<file path="src/rtl/branch_resolve_unit.sv">
// EX-stage branch/jump resolution: evaluates ALU flags, computes targets and link values,
// and sequences a registered PC redirect followed by a multi-cycle IF/ID flush.
module branch_resolve_unit #(
  parameter int N            = 32,
  parameter int FLUSH_CYCLES = 2,
  parameter int CNT_W        = 16
) (
  input  logic             clk,
  input  logic             rst_n,
  input  logic             in_valid,
  input  logic             stall,
  input  logic             is_branch,
  input  logic             is_jal,
  input  logic             is_jalr,
  input  logic [2:0]       funct3,
  input  logic             zero_flag,
  input  logic             sign_flag,
  input  logic             overflow_flag,
  input  logic             carry_flag,
  input  logic [N-1:0]     pc,
  input  logic [N-1:0]     imm,
  input  logic [N-1:0]     alu_result,
  output logic             redirect_valid,
  output logic [N-1:0]     redirect_pc,
  output logic             flush_if,
  output logic             flush_id,
  output logic             link_valid,
  output logic [N-1:0]     link_data,
  output logic             misalign_exc,
  output logic             illegal_exc,
  output logic [CNT_W-1:0] branch_cnt,
  output logic [CNT_W-1:0] taken_cnt
);

  localparam int SQ_W = (FLUSH_CYCLES > 1) ? $clog2(FLUSH_CYCLES) : 1;

  typedef enum logic [1:0] {
    IDLE     = 2'd0,
    REDIRECT = 2'd1,
    SQUASH   = 2'd2
  } state_t;

  state_t          state_r, next_state_s;
  logic [SQ_W-1:0] sq_cnt_r, sq_cnt_next_s;

  logic          sel_jalr_s, sel_jal_s, sel_br_s;
  logic          cond_s, illegal_s, taken_s, accept_s, misalign_s, go_s;
  logic [N-1:0]  target_s;

  logic             redirect_valid_s, flush_s, link_valid_s, misalign_exc_s, illegal_exc_s;
  logic [N-1:0]     redirect_pc_s, link_data_s;
  logic [CNT_W-1:0] branch_cnt_s, taken_cnt_s;

  // Decode the control transfer (JALR > JAL > branch), its condition and its target.
  always_comb begin
    sel_jalr_s = is_jalr;
    sel_jal_s  = is_jal & ~is_jalr;
    sel_br_s   = is_branch & ~is_jal & ~is_jalr;
    cond_s     = 1'b0;
    illegal_s  = 1'b0;
    case (funct3)
      3'b000:  cond_s = zero_flag;
      3'b001:  cond_s = ~zero_flag;
      3'b100:  cond_s = sign_flag ^ overflow_flag;
      3'b101:  cond_s = ~(sign_flag ^ overflow_flag);
      3'b110:  cond_s = ~carry_flag;
      3'b111:  cond_s = carry_flag;
      default: illegal_s = 1'b1;
    endcase
    if (sel_jalr_s) begin
      target_s = {alu_result[N-1:1], 1'b0};
    end else begin
      target_s = pc + imm;
    end
    taken_s    = sel_jalr_s | sel_jal_s | (sel_br_s & cond_s);
    accept_s   = (state_r == IDLE) & in_valid & ~stall;
    misalign_s = taken_s & (target_s[1:0] != 2'b00);
    go_s       = accept_s & taken_s & ~misalign_s;
  end

  // State and squash-counter register.
  always_ff @(posedge clk or negedge rst_n) begin
    if (!rst_n) begin
      state_r  <= IDLE;
      sq_cnt_r <= {SQ_W{1'b0}};
    end else begin
      state_r  <= next_state_s;
      sq_cnt_r <= sq_cnt_next_s;
    end
  end

  // Next-state logic; a stall freezes the sequence in place.
  always_comb begin
    next_state_s  = state_r;
    sq_cnt_next_s = sq_cnt_r;
    if (stall) begin
      next_state_s  = state_r;
      sq_cnt_next_s = sq_cnt_r;
    end else begin
      case (state_r)
        IDLE: begin
          if (go_s) begin
            next_state_s  = REDIRECT;
            sq_cnt_next_s = SQ_W'(FLUSH_CYCLES - 1);
          end else begin
            next_state_s = IDLE;
          end
        end
        REDIRECT: begin
          if (FLUSH_CYCLES > 1) begin
            next_state_s = SQUASH;
          end else begin
            next_state_s = IDLE;
          end
        end
        SQUASH: begin
          if (sq_cnt_r <= SQ_W'(1)) begin
            next_state_s = IDLE;
          end else begin
            sq_cnt_next_s = sq_cnt_r - SQ_W'(1);
          end
        end
        default: next_state_s = IDLE;
      endcase
    end
  end

  // Next values of the registered outputs; pulses are only consumed on non-stalled cycles.
  always_comb begin
    redirect_valid_s = redirect_valid;
    redirect_pc_s    = redirect_pc;
    flush_s          = flush_if;
    link_valid_s     = link_valid;
    link_data_s      = link_data;
    misalign_exc_s   = misalign_exc;
    illegal_exc_s    = illegal_exc;
    branch_cnt_s     = branch_cnt;
    taken_cnt_s      = taken_cnt;
    if (stall) begin
      redirect_valid_s = redirect_valid;
    end else begin
      redirect_valid_s = (next_state_s == REDIRECT);
      flush_s          = (next_state_s != IDLE);
      misalign_exc_s   = accept_s & misalign_s;
      illegal_exc_s    = accept_s & sel_br_s & illegal_s;
      link_valid_s     = accept_s & (sel_jal_s | sel_jalr_s);
      if (go_s) begin
        redirect_pc_s = target_s;
      end else begin
        redirect_pc_s = redirect_pc;
      end
      if (accept_s & (sel_jal_s | sel_jalr_s)) begin
        link_data_s = pc + N'(4);
      end else begin
        link_data_s = link_data;
      end
      if (accept_s & sel_br_s & ~(&branch_cnt)) begin
        branch_cnt_s = branch_cnt + CNT_W'(1);
      end else begin
        branch_cnt_s = branch_cnt;
      end
      if (accept_s & sel_br_s & cond_s & ~(&taken_cnt)) begin
        taken_cnt_s = taken_cnt + CNT_W'(1);
      end else begin
        taken_cnt_s = taken_cnt;
      end
    end
  end

  // Output registers.
  always_ff @(posedge clk or negedge rst_n) begin
    if (!rst_n) begin
      redirect_valid <= 1'b0;
      redirect_pc    <= {N{1'b0}};
      flush_if       <= 1'b0;
      flush_id       <= 1'b0;
      link_valid     <= 1'b0;
      link_data      <= {N{1'b0}};
      misalign_exc   <= 1'b0;
      illegal_exc    <= 1'b0;
      branch_cnt     <= {CNT_W{1'b0}};
      taken_cnt      <= {CNT_W{1'b0}};
    end else begin
      redirect_valid <= redirect_valid_s;
      redirect_pc    <= redirect_pc_s;
      flush_if       <= flush_s;
      flush_id       <= flush_s;
      link_valid     <= link_valid_s;
      link_data      <= link_data_s;
      misalign_exc   <= misalign_exc_s;
      illegal_exc    <= illegal_exc_s;
      branch_cnt     <= branch_cnt_s;
      taken_cnt      <= taken_cnt_s;
    end
  end

endmodule

</file>
<file path="config.mk">
export PLATFORM = sky130hd
export DESIGN_NAME = branch_resolve_unit
export DESIGN_NICKNAME = d
export VERILOG_FILES = /design/src/rtl/branch_resolve_unit.sv
export SDC_FILE = /design/constraint.sdc
export NUM_CORES = 1
export LEC_CHECK = 0
export BUFFER_PORTS_ARGS = -buffer_cell sky130_fd_sc_hd__buf_2
export CAP_MARGIN = 5
export CELL_PAD_IN_SITES_DETAIL_PLACEMENT = 1
export CELL_PAD_IN_SITES_GLOBAL_PLACEMENT = 2
export CORE_MARGIN = 3
export CORE_UTILIZATION = 32
export DETAILED_ROUTE_END_ITERATION = 8
export GPL_ROUTABILITY_DRIVEN = 0
export PLACE_DENSITY = 0.93
export SETUP_SLACK_MARGIN = 0.05
export SYNTH_ARGS = -nofsm -noshare
export SYNTH_HDL_FRONTEND = slang
export SYNTH_SLANG_ARGS = --single-unit
</file>
<file path="constraint.sdc">
create_clock -name clk -period 4.8 [get_ports clk]
set_input_delay 0.96 -clock clk [delete_from_list [all_inputs] [get_ports clk]]
set_output_delay 0.96 -clock clk [all_outputs]
set_load 0.005 [all_outputs]
</file>
Word level (Yosys, flattened, before mapping)
Cells that the tools add are included.
{"block": "classes", "div": 0, "n_addsub": 5, "n_eq_ne": 10, "n_lt_le_gt_ge": 1, "shift": 0, "muxes": 10, "reduce_logical": 13, "n_mul": 0, "bitwise": 28}
{"op": "adder 16 x 1 -> 16 bit, second input constant", "n": 2}
{"op": "adder 32 x 3 -> 32 bit, second input constant", "n": 1}
{"op": "adder 32 bit", "n": 1}
{"op": "two-way mux 32 bit", "n": 1}
{"op": "AND reduction 16 bit", "n": 2}
{"op": "AND 1 bit", "n": 16}
{"op": "== test 3 bit, second input constant", "n": 4}
{"op": "inverter 1 bit", "n": 9}
{"op": "AND reduction 2 bit", "n": 4}
{"op": "one-hot mux 1 bit (6 select lines)", "n": 1}
{"op": "one-hot mux 2 bit (3 select lines)", "n": 1}
{"op": "nonzero test 2 bit", "n": 3}
{"op": "OR reduction 6 bit", "n": 1}
{"op": "== test 2 x 1 -> 1 bit, second input constant", "n": 2}
{"op": "two-way mux 1 bit", "n": 4}
{"op": "two-way mux 2 bit", "n": 2}
{"op": "!= test 2 bit, second input constant", "n": 2}
{"op": "AND reduction 4 bit", "n": 1}
{"op": "== test 3 x 1 -> 1 bit, second input constant", "n": 1}
{"op": "zero test 3 bit", "n": 1}
{"op": "== test 2 bit, second input constant", "n": 1}
{"op": "zero test 2 bit", "n": 1}
{"op": "bitwise OR 1 bit", "n": 2}
{"op": "one-hot mux 1 bit (2 select lines)", "n": 1}
{"op": "3 further kinds", "n": 3}
{"block": "totals", "output_inout_bits": 102, "latch_bits": 0, "mem_count": 0, "reg_bits": 104, "mem_bits_rw": 0, "mem_bits_ro": 0}

Longest topological paths before layout
{"block": "logic_depth", "word_depth": 12, "mapped_depth": 12}

Worst setup path before layout
OpenSTA, ideal clock, no wires.
{"block": "synth_path", "path_type": "input-to-reg", "startpoint": "in pc[0]", "endpoint": "reg redirect_pc[26]", "path_slack_ns": 1.589, "setup_ns": 0.125, "path_stages": 12, "path_buffers": 0, "arrival_ns": 3.086, "required_time_ns": 4.675, "cell_sequence": "ha_1 inv_1 fa_1 nor2b_1 o31a_1 o31ai_1 a211oi_1 o21ai_2 a211oi_2 o21a_1 o31ai_1 mux2_2"}
{"block": "synth_between", "elab_chain_cells": 7}
{"item": "start: declaration", "line": "20", "text": "input logic [N-1:0] pc,"}
{"item": "adder 32 bit *", "line": "73", "text": "target_s = pc + imm;"}
{"item": "two-way mux 32 bit *", "line": "70", "text": "if (sel_jalr_s) begin"}
{"item": "nonzero test 2 bit", "line": "77", "text": "misalign_s = taken_s & (target_s[1:0] != 2'b00);"}
{"item": "AND 1 bit", "line": "77"}
{"item": "inverter 1 bit", "line": "78", "text": "go_s = accept_s & taken_s & ~misalign_s;"}
{"item": "AND 1 bit", "line": "78"}
{"item": "AND reduction 2 bit (no line)"}
{"item": "end signal: assignment", "line": "174", "text": "redirect_pc <= {N{1'b0}};"}
{"item": "end signal: assignment", "line": "185", "text": "redirect_pc <= redirect_pc_s;"}
{"item": "end: declaration", "line": "24", "text": "output logic [N-1:0] redirect_pc,"}
Every way passes the cells marked *; elsewhere a longest branch is shown, timed or not.
A chain may end at the register's enable or synchronous reset.

Worst setup path in the final report
{"block": "layout_path", "startpoint": "in pc[0]", "endpoint": "reg redirect_pc[28]"}
Same word-level chain as after synthesis.

==> reports/qor.yml <==
outcome: "complete, no violations"
worst_pin_slew_ns: 0.980
worstPathArrival_ns: 3.53
start_util_pct: 33.2
setup_tns_ns: 0
p_per_area_nw_per_um2: 339
grt_pass1_vias: 6189
dr.pass1.iters: 4
fill_cells: 2305
crit_start: "pc[0]"
io_pins: 212
antenna_found_initial: 3
synth_xor_area_share_pct: 11.2
antenna_left: 0
setup_viol: 0
cp-start-kind: "input port"
die_area_um2: 21500
synthArstFlopShare_pct: 100
syn_area_um2: 6330
cts_made_buffers: 9
worst_skew_pair.late_latency_ns: 0.35
grt_max_degree: 75
hold_buffers: 0
synth.area.mux_share_pct: 2.85
num_antenna_cells: 0
slew_violations: 0
ir_drop_mv: 0.173
wl_per_cell_um: 17.1
nNetsFinal: 1047
drt_iter0_drc: 199
r2r_setup_slack_ns: 2.29
synth_warnings: 0
die_h_um: 147
coreArea_um2: 19100
cts_resized: 0
rr_endpoint: "branch_cnt[15]"
yosysUniqueCellTypes: 59
synth_compound_area_share_pct: 16.0
grt_usage_pct: 18.7
port_buffers: 210
min_period_ns: 3.33
path_class: "input port to flop"
area.growth.synth_to_final_pct: 25.7
hpwl_mm: 15.6
syn_nets: 846
synth_ff_type: "dfrtp_1"
synth_fa_ha_area_share_pct: 7.04
max_slew_margin_pct: 34.6
seq_area_frac_synth_pct: 40.7
synth-edff-count: 0
grt_pass1_wl_mm: 32.9
endpoint: "redirect_pc[28]"
rsz0062_at_grt: "no"
cp-end-kind: "flop"
dieWidth_um: 147
syn_inst: 701
cts_root_buf: "clkbuf_16"
drive_above_1_share_pct: 27.7
fin_cells: 1167
cts_setup_buffers: 0
vias: 5834
multi_input_area_um2: 3600
crit_required_ns: 5.01
htreeDepth: 3
post-route-util_pct: 41.7
clk_pin_slew_ns: 0.07
syn_area_per_cell_um2: 9.03
route.detailed.drc: 0
cap_violations: 0
fp-row-count: 50
hold_violations: 0
synth_top_family_by_area: "simple AND/OR/NAND/NOR gates"
area.sequential_um2: 2580
cts_tree: "done"
max-clock-path-buffers: 2
synth.ff_latch_count: 103
fmax_ghz: 0.300
post_drt_via_cell_ratio: 5.00
worst_r2r_startpoint: "state_r[1]"
drt_wl_total_mm: 19.9
clock-sinks: 103
place_inst: 1151
synthSimpleGateAreaFrac_pct: 19.8
crit_fanout: 4
hp-class: "flop to flop"
leakage_uw: 0.00392
period_share_pct: 69.4
r2r_cells: 9
gr-total-overflow: 0
finalClockSkew_ns: 0.00604
## cell usage after synthesis (6+ instances only)
cell	instances	area, um^2
dfrtp_1	103	2580
nand2_1	93	349
nor2_1	71	267
a21oi_1	63	315
xor2_1	43	377
xnor2_1	38	333
o21ai_0	36	180
ha_1	34	425
nand3_1	23	115
and3_1	17	106
clkbuf_1	16	60.1
inv_1	14	52.6
nand4_1	14	87.6
and2_1	10	62.6
a21o_1	9	67.6
mux2i_1	9	90.1
mux2_2	8	90.1
nor3_1	8	40.0
a211oi_1	7	52.6
o21a_1	6	45.0
## how the worst min path moves through the flow
| stage | from | slack [ns] | end | cells past startpoint |
|---|---|---|---|---|
| final | link_valid | 0.48 | link_valid | 1 |
| after global routing | link_valid | 0.49 | link_valid | 1 |
| after floorplan | redirect_valid | 0.47 | redirect_valid | 2 |
| after global placement | redirect_pc[14] | 0.46 | redirect_pc[14] | 2 |
| after CTS | link_valid | 0.49 | link_valid | 1 |
| after detailed placement | link_valid | 0.47 | link_valid | 1 |
## final cells by class
class / instances / share of cell area, %
clock buffers: 9 / 2.83
clock inverters: 7 / 1.13
inverters: 14 / 0.660
multi-input cells: 560 / 45.3
flip-flops and latches: 103 / 32.4
well taps: 260 / 4.09
repair buffers: 214 / 13.6
## critical path, stage by stage
cell	delay (ns)
buf_2	0.10
ha_1	0.19
inv_1	0.06
fa_1	0.37
nor2b_1	0.19
o31a_1	0.21
o31ai_1	0.12
a211oi_1	0.38
o21ai_2	0.15
a21oi_1	0.25
a41oi_1	0.20
mux2i_1	0.23
o211ai_1	0.12
## cells in the final DEF, fill, tap and decap left out, types with 10 or more instances in the layout
cell / netlist / routed
buf_2: 3 / 209
dfrtp_1: 103 / 103
nand2_1: 93 / 93
nor2_1: 71 / 71
a21oi_1: 63 / 63
xor2_1: 43 / 43
xnor2_1: 38 / 38
o21ai_0: 36 / 36
ha_1: 34 / 34
nand3_1: 23 / 23
and3_1: 17 / 17
inv_1: 14 / 14
nand4_1: 14 / 14
and2_1: 10 / 10
## state kept, by name (all words and copies together), names as in the netlist
signal          cells
link_valid          1
state_r             2
taken_cnt          16
link_data          32
redirect_valid      1
illegal_exc         1
branch_cnt         16
misalign_exc        1
redirect_pc        32
flush_id            1
## power by group
group | total, uW | internal, uW | switching (uW)
Combinational | 762 | 350 | 412
Sequential | 1140 | 1040 | 103
Clock | 794 | 416 | 378
Total | 2700 | 1810 | 893
## cells by family (layout without fill, tap and decap cells)
family,count (synthesis),count (layout)
compound gates,162,162
flops,103,103
fa+ha+maj,35,35
xor+xnor,81,81
simple gates,265,265
buf+inv,38,244
mux,17,17
## layer usage
| layer | up-vias | share of wire (%) | wire length (um) | GRT usage, % |
|---|---|---|---|---|
| met2 | 145 | 47 | 9380 | 31.0 |
| li1 | 2874 | - | - | - |
| met1 | 2786 | 45 | 8870 | 24.1 |
| met5 | - | 0.18 | 36 | 0 |
| met3 | 23 | 6.3 | 1260 | 4.84 |
| met4 | 6 | 1.8 | 357 | 5.55 |
## metrics by stage
stage / area (um^2) / hold WS (ns) / power (uW) / worst slack (ns)
2_1_floorplan: 6330 / 0.473 / 1550 / 1.59
3_3_place_gp: 7640 / 0.457 / 1910 / 1.08
3_5_place_dp: 7640 / 0.468 / 1940 / 1.08
4_1_cts: 7960 / 0.487 / 2750 / 1.45
5_1_grt: 7960 / 0.491 / 2900 / 1.21
6_report: 7960 / 0.479 / 2700 / 1.47
Power figures use the tool's default switching activity.
